==> config.mk <==
export PLATFORM = sky130hd
export DESIGN_NAME = load_store_unit_flat
export DESIGN_NICKNAME = d
export VERILOG_FILES = /design/src/rtl/load_store_unit_if.sv /design/src/rtl/load_store_unit.sv /design/src/flat_wrapper.sv
export SDC_FILE = /design/constraint.sdc
export NUM_CORES = 1
export LEC_CHECK = 0
export CELL_PAD_IN_SITES_DETAIL_PLACEMENT = 0
export CELL_PAD_IN_SITES_GLOBAL_PLACEMENT = 1
export CORE_MARGIN = 3
export CORE_UTILIZATION = 32
export CTS_CLUSTER_SIZE = 12
export DETAILED_ROUTE_END_ITERATION = 12
export PLACE_DENSITY_LB_ADDON = 0.12
export SYNTH_ARGS = -nofsm -noshare
export SYNTH_HDL_FRONTEND = slang
export SYNTH_SLANG_ARGS = --single-unit
==> constraint.sdc <==
create_clock -name clk -period 2.3 [get_ports clk]
set_input_delay 0.46 -clock clk [delete_from_list [all_inputs] [get_ports clk]]
set_output_delay 0.46 -clock clk [all_outputs]
set_load 0.01 [all_outputs]
==> src/rtl/load_store_unit_if.sv <==
// Request/response handshake and DataMemory port bundle of the load/store unit.
interface load_store_unit_if #(
  parameter int unsigned ADDR_W = 32
);
  logic              req_valid;
  logic              req_ready;
  logic              req_write;
  logic [1:0]        req_size;
  logic              req_unsigned;
  logic [ADDR_W-1:0] req_addr;
  logic [31:0]       req_wdata;
  logic              resp_valid;
  logic [31:0]       resp_rdata;
  logic              resp_err;
  logic              memwrite;
  logic [ADDR_W-1:0] endereco;
  logic [31:0]       writedata;
  logic [31:0]       readdata;

  // Load/store unit side.
  modport slave (
    input  req_valid, req_write, req_size, req_unsigned, req_addr, req_wdata, readdata,
    output req_ready, resp_valid, resp_rdata, resp_err, memwrite, endereco, writedata
  );

  // Datapath plus DataMemory side.
  modport master (
    output req_valid, req_write, req_size, req_unsigned, req_addr, req_wdata, readdata,
    input  req_ready, resp_valid, resp_rdata, resp_err, memwrite, endereco, writedata
  );
endinterface

==> src/rtl/load_store_unit.sv <==
// Multi-cycle load/store requester for a word-only DataMemory: byte/half/word
// little-endian accesses, sign/zero-extended loads, read-modify-write sub-word stores.
module load_store_unit #(
  parameter int unsigned ADDR_W          = 32,
  parameter bit          ERR_ON_MISALIGN = 1'b1
) (
  input  logic             clk,
  input  logic             rst_n,
  load_store_unit_if.slave bus
);
  localparam int unsigned DATA_W  = 32;
  localparam logic [1:0]  SZ_BYTE = 2'b00;
  localparam logic [1:0]  SZ_HALF = 2'b01;
  localparam logic [1:0]  SZ_WORD = 2'b10;
  localparam logic [1:0]  SZ_RSVD = 2'b11;

  typedef enum logic [1:0] {IDLE, RD, WR, RESP} state_e;

  state_e              r_state;
  state_e              w_next_state;
  logic                r_write;
  logic                r_unsigned;
  logic                r_err;
  logic [1:0]          r_size;
  logic [ADDR_W-1:0]   r_addr;
  logic [DATA_W-1:0]   r_wdata;
  logic [DATA_W-1:0]   r_word;

  logic                w_accept;
  logic                w_misalign;
  logic                w_err;
  logic [ADDR_W-1:0]   w_req_addr;
  logic [ADDR_W-1:0]   w_aligned;
  logic [7:0]          w_byte;
  logic [15:0]         w_half;
  logic [DATA_W-1:0]   w_load_ext;
  logic [DATA_W-1:0]   w_merge;

  assign w_accept   = (r_state == IDLE) && bus.req_valid;
  assign w_misalign = ((bus.req_size == SZ_HALF) && bus.req_addr[0]) ||
                      ((bus.req_size == SZ_WORD) && (bus.req_addr[1:0] != 2'b00));
  assign w_err      = (bus.req_size == SZ_RSVD) || (ERR_ON_MISALIGN && w_misalign);
  assign w_aligned  = {r_addr[ADDR_W-1:2], 2'b00};

  // When misalignment is tolerated, the offending low bits are dropped at accept.
  always_comb begin
    w_req_addr = bus.req_addr;
    if (bus.req_size == SZ_HALF) begin
      w_req_addr[0] = 1'b0;
    end else if (bus.req_size == SZ_WORD) begin
      w_req_addr[1:0] = 2'b00;
    end
  end

  always_ff @(posedge clk or negedge rst_n) begin
    if (!rst_n) begin
      r_state <= IDLE;
    end else begin
      r_state <= w_next_state;
    end
  end

  always_comb begin
    w_next_state = r_state;
    case (r_state)
      IDLE: begin
        if (w_accept) begin
          if (w_err) begin
            w_next_state = RESP;
          end else if (bus.req_write && (bus.req_size == SZ_WORD)) begin
            w_next_state = WR;
          end else begin
            w_next_state = RD;
          end
        end
      end
      RD:      w_next_state = r_write ? WR : RESP;
      WR:      w_next_state = RESP;
      RESP:    w_next_state = IDLE;
      default: w_next_state = IDLE;
    endcase
  end

  // Request latch at accept; memory word capture at the end of RD.
  always_ff @(posedge clk or negedge rst_n) begin
    if (!rst_n) begin
      r_write    <= 1'b0;
      r_unsigned <= 1'b0;
      r_err      <= 1'b0;
      r_size     <= SZ_BYTE;
      r_addr     <= '0;
      r_wdata    <= '0;
      r_word     <= '0;
    end else begin
      if (w_accept) begin
        r_write    <= bus.req_write;
        r_unsigned <= bus.req_unsigned;
        r_err      <= w_err;
        r_size     <= bus.req_size;
        r_addr     <= w_req_addr;
        r_wdata    <= bus.req_wdata;
      end
      if (r_state == RD) begin
        r_word <= bus.readdata;
      end
    end
  end

  assign w_byte = r_word[{r_addr[1:0], 3'b000} +: 8];
  assign w_half = r_addr[1] ? r_word[31:16] : r_word[15:0];

  always_comb begin
    w_load_ext = r_word;
    case (r_size)
      SZ_BYTE: w_load_ext = r_unsigned ? {24'h000000, w_byte} : {{24{w_byte[7]}}, w_byte};
      SZ_HALF: w_load_ext = r_unsigned ? {16'h0000, w_half} : {{16{w_half[15]}}, w_half};
      default: w_load_ext = r_word;
    endcase
  end

  always_comb begin
    w_merge = r_word;
    case (r_size)
      SZ_BYTE: w_merge[{r_addr[1:0], 3'b000} +: 8]  = r_wdata[7:0];
      SZ_HALF: w_merge[{r_addr[1], 4'b0000} +: 16]  = r_wdata[15:0];
      default: w_merge = r_wdata;
    endcase
  end

  // Outputs decode from registered state only, so reset clears them at once.
  always_comb begin
    bus.req_ready  = 1'b0;
    bus.resp_valid = 1'b0;
    bus.resp_rdata = '0;
    bus.resp_err   = 1'b0;
    bus.memwrite   = 1'b0;
    bus.endereco   = '0;
    bus.writedata  = '0;
    case (r_state)
      IDLE: bus.req_ready = rst_n;
      RD:   bus.endereco  = w_aligned;
      WR: begin
        bus.memwrite  = 1'b1;
        bus.endereco  = w_aligned;
        bus.writedata = w_merge;
      end
      RESP: begin
        bus.resp_valid = 1'b1;
        bus.resp_err   = r_err;
        if (!r_err && !r_write) begin
          bus.resp_rdata = w_load_ext;
        end
      end
      default: ;
    endcase
  end
endmodule

==> src/flat_wrapper.sv <==
// flat-port wrapper written by rule: the top's interface ports become plain ports
module load_store_unit_flat 
#(
  parameter int unsigned ADDR_W          = 32,
  parameter bit          ERR_ON_MISALIGN = 1'b1
)
  (clk, rst_n, bus_req_valid, bus_req_write, bus_req_size, bus_req_unsigned, bus_req_addr, bus_req_wdata, bus_readdata, bus_req_ready, bus_resp_valid, bus_resp_rdata, bus_resp_err, bus_memwrite, bus_endereco, bus_writedata);
  load_store_unit_if #(.ADDR_W(ADDR_W)) bus_i ();
  input  logic clk;
  input  logic rst_n;
  input wire logic [$bits(bus_i.req_valid)-1:0] bus_req_valid;
  input wire logic [$bits(bus_i.req_write)-1:0] bus_req_write;
  input wire logic [$bits(bus_i.req_size)-1:0] bus_req_size;
  input wire logic [$bits(bus_i.req_unsigned)-1:0] bus_req_unsigned;
  input wire logic [$bits(bus_i.req_addr)-1:0] bus_req_addr;
  input wire logic [$bits(bus_i.req_wdata)-1:0] bus_req_wdata;
  input wire logic [$bits(bus_i.readdata)-1:0] bus_readdata;
  output wire logic [$bits(bus_i.req_ready)-1:0] bus_req_ready;
  output wire logic [$bits(bus_i.resp_valid)-1:0] bus_resp_valid;
  output wire logic [$bits(bus_i.resp_rdata)-1:0] bus_resp_rdata;
  output wire logic [$bits(bus_i.resp_err)-1:0] bus_resp_err;
  output wire logic [$bits(bus_i.memwrite)-1:0] bus_memwrite;
  output wire logic [$bits(bus_i.endereco)-1:0] bus_endereco;
  output wire logic [$bits(bus_i.writedata)-1:0] bus_writedata;
  assign bus_i.req_valid = bus_req_valid;
  assign bus_i.req_write = bus_req_write;
  assign bus_i.req_size = bus_req_size;
  assign bus_i.req_unsigned = bus_req_unsigned;
  assign bus_i.req_addr = bus_req_addr;
  assign bus_i.req_wdata = bus_req_wdata;
  assign bus_i.readdata = bus_readdata;
  assign bus_req_ready = bus_i.req_ready;
  assign bus_resp_valid = bus_i.resp_valid;
  assign bus_resp_rdata = bus_i.resp_rdata;
  assign bus_resp_err = bus_i.resp_err;
  assign bus_memwrite = bus_i.memwrite;
  assign bus_endereco = bus_i.endereco;
  assign bus_writedata = bus_i.writedata;
  load_store_unit #(.ADDR_W(ADDR_W), .ERR_ON_MISALIGN(ERR_ON_MISALIGN)) u_core (.clk(clk), .rst_n(rst_n), .bus(bus_i));
endmodule
==> flow_metrics.env <==
export IMPL_reg2reg_to="u_core.r_wdata[8]"
export IMPL_setup_viol=86
export IMPL_dieHeight_um=148
export IMPL_num_vias=6297
export IMPL_synthDominantCellAreaShare_pct=40.1
export IMPL_final_nets=1041
export IMPL_status="finished, violations left"
export IMPL_detail_route_antenna_nets=0
export IMPL_min_period_ns=2.69
export IMPL_drt_iter0_markers=351
export IMPL_slew_limit_headroom_pct=59.6
export IMPL_insertion_delay_ns=0.36
export IMPL_violations="setup timing"
export IMPL_overflow=0
export IMPL_nFillCells=1734
export IMPL_fp_coreArea_sq_um=19600
export IMPL_ys_flop_type="dfrtp_1"
export IMPL_clkSinkCount=103
export IMPL_routedWlPerCell_um=21.1
export IMPL_syn_to_final_growth_pct=69.4
export IMPL_leakagePower_uw=0.00455
export IMPL_synth_edf_count=0
export IMPL_cts_clk_slew_worst_paths_ns=0.08
export IMPL_synth_most_common_cell="dfrtp_1"
export IMPL_yosysUniqueCellTypes=55
export IMPL_required_ns=1.84
export IMPL_seq_area_frac_synth_pct=40.1
export IMPL_netlist_area_sq_um=6420
export IMPL_setup_ws_ns=-0.394
export IMPL_row_count=51
export IMPL_die_w_um=148
export IMPL_clockRootBuffer="clkbuf_16"
export IMPL_synthArstFlopShare_pct=100
export IMPL_r2r_start="u_core.r_state[0]"
export IMPL_grt_pass1_wl_mm=38.5
export IMPL_port_buffers=200
export IMPL_n_antenna_cell=0
export IMPL_grt_max_degree=104
export IMPL_layout_drive_gt1_share_pct=53.9
export IMPL_pre_cts_slack_ns=-0.383
export IMPL_fin_area_sq_um=10900
export IMPL_ir_drop_v=0.000858
export IMPL_post_route_util_pct=55.5
export IMPL_path_cells="ha_2, or3b_4, buf_12, or3_4, buf_4, o21ai_2, buf_2"
export IMPL_timing_final_crit_share_pct=117
export IMPL_synth_common_cells="dfrtp_1, mux2_2, o21ai_0"
export IMPL_h_tree_depth=3
export IMPL_critPathLaunchType="register"
export IMPL_start_util_pct=32.8
export IMPL_r2r_cells=8
export IMPL_yosys_area_top_type="dfrtp_1"
export IMPL_place_area_sq_um=9530
export IMPL_routed_wl_mm=25.3
export IMPL_cts_hold_buf=0
export IMPL_netlist_instances=613
export IMPL_gp_congestion=0.890
export IMPL_drc_errors=0
export IMPL_cts_made_buffers=9
export IMPL_yosysWarnings=0
export IMPL_grt_pass1_vias=6506
export IMPL_arrival_ns=2.23
export IMPL_synth_area_per_cell_sq_um=10.5
export IMPL_rsz0062_at_grt="true"
export IMPL_power_density_nw_per_um2=1620
export IMPL_drtPass1Iterations=5
export IMPL_finalHoldViolations=0
export IMPL_die_area_sq_um=21800
export IMPL_yosys_top_cells_area="dfrtp_1, mux2_2, o21ai_0"
export IMPL_drv_cap=0
export IMPL_dp_hpwl_mm=17.6
export IMPL_fmax_mhz=371
export IMPL_ys_seq_elements=103
export IMPL_fin_hold_ws_ns=0.197
export IMPL_reg2reg_slack_ns=0.37
export IMPL_antenna_found_initial=0
export IMPL_cts_tree="built"
export IMPL_hold_path_class="input port to async pin"
export IMPL_cp_slowest_cell="or3b_4"
export IMPL_skew_ns=0.0102
export IMPL_vias_per_cell=5.26
export IMPL_maxSlewViolCount=0
export IMPL_worstMarginPinSlew_ns=0.606
export IMPL_grt_use_total_pct=22.6
export IMPL_critical_path_class="register to output port"
export IMPL_crit_path_end_kind="output port"
export IMPL_boundaryPins=203
export IMPL_crit_path_max_incr_delay_ns=0.43
export IMPL_cts_path_max_buffers=2
export IMPL_path_max_fanout=5
## metrics by stage
| step | cells | setup TNS, ns | total power, uW |
|---|---|---|---|
| 3_3_place_gp | 1128 | -17.97 | 13100 |
| 5_1_grt | 1198 | -27.10 | 18600 |
| 2_1_floorplan | 614 | -0.0139 | 8660 |
| 3_5_place_dp | 1128 | -19.50 | 13300 |
| 4_1_cts | 1183 | -18.65 | 16200 |
| 6_report | 1198 | -20.59 | 17600 |
## cells by family after synthesis
logic type,after synthesis,share of synthesized area [%]
compound gates,149,15.9
mux,126,23.1
buf+inv,62,4.64
fa+ha+maj,10,1.95
other cells,1,0.0584
flops,103,40.1
simple gates,162,14.1
## how the worst max path moves through the flow
stage,from,to,slack [ns],cells after the start
after floorplan,u_core.r_addr[1],bus_writedata[22],-0.01,8
after global placement,u_core.r_state[0],bus_resp_rdata[0],-0.41,5
after detailed placement,u_core.r_state[1],bus_resp_rdata[1],-0.38,5
after CTS,u_core.r_state[1],bus_resp_rdata[31],-0.40,6
after global routing,u_core.r_state[0],bus_resp_rdata[28],-0.46,7
final,u_core.r_state[0],bus_resp_rdata[28],-0.39,7
## cell type report
| cell class | instances | area, sq um | area share, % |
|---|---|---|---|
| multi-input combinational | 450 | 4340 | 39.9 |
| clock inverter | 6 | 60.1 | 0.552 |
| timing repair buffer | 355 | 3280 | 30.2 |
| tap | 265 | 332 | 3.05 |
| clock buffer | 10 | 229 | 2.11 |
| inverter | 9 | 46.3 | 0.426 |
| sequential | 103 | 2580 | 23.7 |
## cells in the final DEF, fill, tap and decap left out, types with 17 or more instances in the layout
cell type	count
nor2_1	17
buf_4	95
mux2i_1	19
buf_6	61
dfrtp_1	100
nand2_1	36
mux2_2	97
o21ai_2	21
nor2b_1	20
o21ai_0	32
buf_2	69
clkdlybuf4s50_1	103
## critical path: cells and delay by family (launching register included)
family                     cells  cell delay [ns]
AOI/OAI and AO/OA              1             0.09
buffers and inverters          3             0.45
DFF                            1             0.36
adders and majority gates      1             0.18
and+or+nand+nor                2             0.80
## routing by layer
metal  global-route usage (%)  vias to the layer above  share of wire (%)
met4                     8.06                        0                2.5
met2                     35.6                      244                 48
met1                     30.5                     3111                 43
met3                     5.36                       33                7.0
met5                        0                        -                  0
li1                         -                     2909                  -
## power breakdown
group          switching [uW]  internal [uW]
registers                1130           2750
clock network             791            770
logic                    5610           6540
## state kept, by name (all words and copies together) (netlist names)
signal / cells
u_core.r_size: 2
u_core.r_addr: 32
u_core.r_err: 1
u_core.r_write: 1
u_core.r_state: 2
u_core.r_wdata: 32
u_core.r_word: 32
u_core.r_unsigned: 1
## timing repair
item | 4_1_cts | 5_1_grt
setup buffers | 38 | 17
gates resized for setup | 515 | 103
endpoints found under the hold margin | 0 | 0
endpoints found under the setup margin | 96 | 94
cloned | 3 | 2
pin swaps | 44 | 42
(Power assumes the default switching activity.)
